## config.mk

```make
export PLATFORM = sky130hd
export DESIGN_NAME = tracker_edit_controller
export DESIGN_NICKNAME = d
export VERILOG_FILES = /design/src/rtl/tracker_edit_controller.sv
export SDC_FILE = /design/constraint.sdc
export NUM_CORES = 1
export LEC_CHECK = 0
export CORE_MARGIN = 2
export CORE_UTILIZATION = 55
export CTS_BUF_LIST = sky130_fd_sc_hd__clkbuf_8
export DETAILED_ROUTE_END_ITERATION = 8
export GPL_TIMING_DRIVEN = 0
export PLACE_DENSITY = 0.74
export SYNTH_ARGS = -nofsm -noshare
export SYNTH_HDL_FRONTEND = slang
export SYNTH_SLANG_ARGS = --single-unit
```

## constraint.sdc

```tcl
create_clock -name clk -period 3 [get_ports clk]
set_input_delay 0.9 -clock clk [delete_from_list [all_inputs] [get_ports clk]]
set_output_delay 0.9 -clock clk [all_outputs]
set_load 0.005 [all_outputs]
```

## src/rtl/tracker_edit_controller.sv

```systemverilog
// Pattern-grid cursor and read-modify-write cell editor driven by held-key command codes.
// Each key class gets its own typematic repeat engine; edits run a fixed four-state RAM sequence.

module tracker_repeat #(
    parameter int          W      = 3,
    parameter logic [23:0] DELAY  = 24'd12_500_000,
    parameter logic [23:0] PERIOD = 24'd2_500_000
) (
    input  logic         clk,
    input  logic         Reset,
    input  logic [W-1:0] code_in,
    output logic         fire,
    output logic [W-1:0] code
);
    logic [W-1:0] prev;
    logic [23:0]  count;

    always_ff @(posedge clk) begin
        if (Reset) begin
            prev  <= '0;
            count <= '0;
            fire  <= 1'b0;
            code  <= '0;
        end else begin
            prev <= code_in;
            if (code_in == '0) begin
                count <= '0;
                fire  <= 1'b0;
            end else if (code_in != prev) begin
                // a change between two nonzero codes restarts the typematic delay
                fire  <= 1'b1;
                count <= DELAY - 24'd1;
                code  <= code_in;
            end else if (count == 24'd0) begin
                fire  <= 1'b1;
                count <= PERIOD - 24'd1;
            end else begin
                fire  <= 1'b0;
                count <= count - 24'd1;
            end
        end
    end
endmodule

module tracker_edit_controller #(
    parameter int          ROW_W         = 6,
    parameter int          COL_W         = 2,
    parameter int          DATA_W        = 8,
    parameter logic [23:0] REPEAT_DELAY  = 24'd12_500_000,
    parameter logic [23:0] REPEAT_PERIOD = 24'd2_500_000
) (
    input  logic                   clk,
    input  logic                   Reset,
    input  logic [2:0]             user_cursor,
    input  logic [1:0]             user_edit,
    output logic [ROW_W-1:0]       cursor_row,
    output logic [COL_W-1:0]       cursor_col,
    output logic [ROW_W+COL_W-1:0] mem_addr,
    output logic                   mem_rd_en,
    input  logic [DATA_W-1:0]      mem_rdata,
    output logic                   mem_wr_en,
    output logic [DATA_W-1:0]      mem_wdata,
    output logic                   busy,
    output logic                   edit_done
);
    typedef enum logic [1:0] {IDLE, RD, WAIT, WR} state_t;

    state_t      state, state_next;
    logic [2:0]  cursor_code_in;
    logic        cursor_fire, edit_fire;
    logic [2:0]  cursor_code;
    logic [1:0]  edit_code;
    logic [1:0]  op;

    assign cursor_code_in = (user_cursor > 3'd4) ? 3'd0 : user_cursor;

    tracker_repeat #(.W(3), .DELAY(REPEAT_DELAY), .PERIOD(REPEAT_PERIOD)) u_cursor_rep (
        .clk(clk), .Reset(Reset), .code_in(cursor_code_in), .fire(cursor_fire), .code(cursor_code)
    );

    tracker_repeat #(.W(2), .DELAY(REPEAT_DELAY), .PERIOD(REPEAT_PERIOD)) u_edit_rep (
        .clk(clk), .Reset(Reset), .code_in(user_edit), .fire(edit_fire), .code(edit_code)
    );

    always_ff @(posedge clk) begin
        if (Reset) state <= IDLE;
        else       state <= state_next;
    end

    always_comb begin
        state_next = state;
        case (state)
            IDLE:    if (edit_fire) state_next = RD;
            RD:      state_next = WAIT;
            WAIT:    state_next = WR;
            WR:      state_next = IDLE;
            default: state_next = IDLE;
        endcase
    end

    always_comb begin
        mem_rd_en = (state == RD);
        mem_wr_en = (state == WR);
        edit_done = (state == WR);
        busy      = (state != IDLE);
    end

    // Cursor moves only in IDLE, so mem_addr and the cursor agree for the whole edit.
    always_ff @(posedge clk) begin
        if (Reset) begin
            cursor_row <= '0;
            cursor_col <= '0;
            mem_addr   <= '0;
            op         <= 2'b00;
            mem_wdata  <= '0;
        end else begin
            if (state == IDLE) begin
                if (edit_fire) begin
                    mem_addr <= {cursor_row, cursor_col};
                    op       <= edit_code;
                end else if (cursor_fire) begin
                    case (cursor_code)
                        3'd1:    cursor_col <= cursor_col - COL_W'(1);
                        3'd2:    cursor_col <= cursor_col + COL_W'(1);
                        3'd3:    cursor_row <= cursor_row - ROW_W'(1);
                        3'd4:    cursor_row <= cursor_row + ROW_W'(1);
                        default: ;
                    endcase
                end
            end
            if (state == WAIT) begin
                case (op)
                    2'b01:   mem_wdata <= mem_rdata + DATA_W'(1);
                    2'b10:   mem_wdata <= mem_rdata - DATA_W'(1);
                    default: mem_wdata <= '0;
                endcase
            end
        end
    end
endmodule

```

==> impl_metrics.ini <==
[status]
status = finished clean

[detailed_routing]
drt_pass1_iterations = 4
num_vias = 3656
drt_wl_total_um = 9055
drt_iter0_drc = 112
viasPerCell = 5.457
drc = 0
drt-wirelength-per-cell_um = 13.51
ant_nets = 0

[sta]
slew_headroom_pct = 52.93
hold_viol_final = 0
holdWs_ps = 462.4
fmax_ghz = 0.3765
worst_slew_pin_slew_ps = 699.7
fin_worst_skew_ps = 10.82
period_minus_slack_ps = 2656
layout_setup_ws_ps = 344.1
setup-tns-final_ps = 0
period_share_pct = 88.53
rsz0062_at_grt = no
slew_violations = 0
setup-violations-final = 0

[floorplan]
die_h_um = 93.89
rows = 32
fp.coreArea_um2 = 7767
io_pins = 43
start_util_pct = 57.22
dieArea_um2 = 8815
die_w_um = 93.89

[clocking]
cts_buffers = 9
clk_path_buf_depth = 2
hold_buffers = 0
root_buffer = clkbuf_8
htree_levels = 3
insertion_delay_ps = 360
cts_resized = 0
clkTransAtPathRegs_ps = 90
post_cts_buffers = 0
clkSinkCount = 88
cts_tree = done

[synth]
syn_area_um2 = 4444
ys_types = 61
yosysTopAreaCell = dfxtp_1
synth_nets = 551
ys.warnings.count = 0
ys.flop_type = dfxtp_1
yosysMostFrequentCell = dfxtp_1
yosys-top-cells-area = dfxtp_1, xnor2_1, ha_1
synth-edff-count = 0
synthCells = 514
synth_seq_area_share_pct = 39.64
synth_area_per_cell_um2 = 8.646
yosysTopAreaCellShare_pct = 39.64
yosys-top-cells-count = dfxtp_1, nor2_1, a21oi_1
synth-seq-cells = 88
synthArstFlopShare_pct = 0

[global_route]
overflow = 0
grt_pass1_vias = 3350
grt.total_usage_pct = 21.33
antenna_found_initial = 0
grt_pass1_wl_um = 15100
grt_max_degree = 17

[placed_design]
pre_cts_ws_ps = 7.057
dp_hpwl_um = 6642
io_buffers = 38
gp_congestion = 0.7935

[worst_setup_path]
path_class = input pin to flop
critPathLaunchType = input pin
worstPathCellList = clkdlybuf4s50_1, ha_1, a21oi_1, o211ai_1, or4_1, a2111o_1, o311ai_1
critical_path.max_fanout = 2
r2r-start = u_cursor_rep.code[2]
critical_path_arrival_ps = 2930
cpMaxStageDelayCell = clkdlybuf4s50_1
cp.required_ps = 3270
end_kind = flop
critPathLaunch = mem_rdata[1]
reg2reg_slack_ps = 380
critPathMaxStageDelay_ps = 460

[finish]
drive_gt1_share_pct = 6.514
nets = 600
n_antenna_cell = 0
area_growth_syn_to_layout_pct = 16.16

[flow_run]
max-cap-violations = 0

[pwr]
peakVddDrop_v = 0.0003426
power_leakage_nw = 1.866
powerDensity_nw_per_um2 = 558.6

[hold_path]
hp-class = flop to flop
worstHoldStart = mem_addr[7]
metal layers:
layer / up-vias / track usage [%] / wire length, um
li1: 1899 / - / -
met1: 1704 / 28.30 / 4471
met2: 44 / 34.94 / 4230
met3: 9 / 4.254 / 252
met4: 0 / 6.763 / 100
met5: - / 0 / 0
through the flow:
| step | std cells | utilization (%) | area [um2] | power (W) |
|---|---|---|---|---|
| 6_report | 670 | 66.46 | 5162 | 0.002884 |
| 5_1_grt | 670 | 66.46 | 5162 | 0.003056 |
| 4_1_cts | 670 | 66.46 | 5162 | 0.002901 |
| 3_5_place_dp | 654 | 63.76 | 4952 | 0.002041 |
| 3_3_place_gp | 654 | 63.76 | 4952 | 0.002019 |
| 2_1_floorplan | 514 | - | 4444 | 0.001850 |
sequential cells by signal (all words and copies together), names as in the netlist, 3 cells and up:
signal,count
mem_addr,8
u_edit_rep.count,24
u_cursor_rep.count,24
cursor_row,6
u_cursor_rep.code,3
mem_wdata,8
u_cursor_rep.prev,3
power breakdown:
group	internal, W	leakage [nW]	switching (W)	total [W]
registers	0.00125	0.721	0.0000760	0.00133
logic	0.000304	1.04	0.000393	0.000697
clock network	0.000418	0.104	0.000443	0.000862
logic make-up (layout without fill, tap and decap cells):
| group | after synthesis | after routing | synth area share, % |
|---|---|---|---|
| muxes | 6 | 6 | 1.380 |
| xor gates and xnor gates | 58 | 58 | 11.60 |
| DFF | 88 | 88 | 39.64 |
| AOI/OAI and AO/OA | 100 | 100 | 13.37 |
| adders and majority gates | 22 | 22 | 6.532 |
| and+or+nand+nor | 203 | 203 | 24.04 |
| buffers and inverters | 37 | 91 | 3.435 |
cell usage in the layout, fill, tap and decap left out, types with 4 or more instances in the layout:
master,n
a31oi_1,5
dfxtp_1,88
nor2b_1,6
nand3_1,10
mux2i_1,5
xnor2_1,43
nand4_1,4
o21ai_1,12
inv_1,16
nand2b_1,4
clkbuf_1,15
or4_1,7
and3_1,4
nor3_1,15
clkdlybuf4s50_1,38
nor4_1,16
ha_1,20
xor2_1,14
or3_1,7
clkbuf_8,10
a211oi_1,5
o21ai_0,8
nor2_1,60
a21oi_1,49
nor3b_1,5
nand2_1,45
critical path, delay by kind of cell:
kind	cells	cell delay, ps
compound gates	4	810
fa+ha+maj	1	310
buf+inv	1	460
simple gates	1	450
area by class of cell:
class | instances | area [um2]
Buffer | 20 | 88.84
Fill cell | 690 | 2605
Inverter | 17 | 63.81
Sequential cell | 88 | 1762
Clock buffer | 10 | 137.6
Clock inverter | 6 | 72.57
Tap cell | 102 | 127.6
Multi-Input combinational cell | 389 | 2530
Timing Repair Buffer | 38 | 380.4
final timing paths:
kind,cells after the start,to
worst min register to register,2,mem_addr[7]
worst min-delay path,2,mem_addr[7]
worst max register to register,8,cursor_row[5]
worst max-delay path,7,mem_wdata[7]
Power figures use the tool's default switching activity.
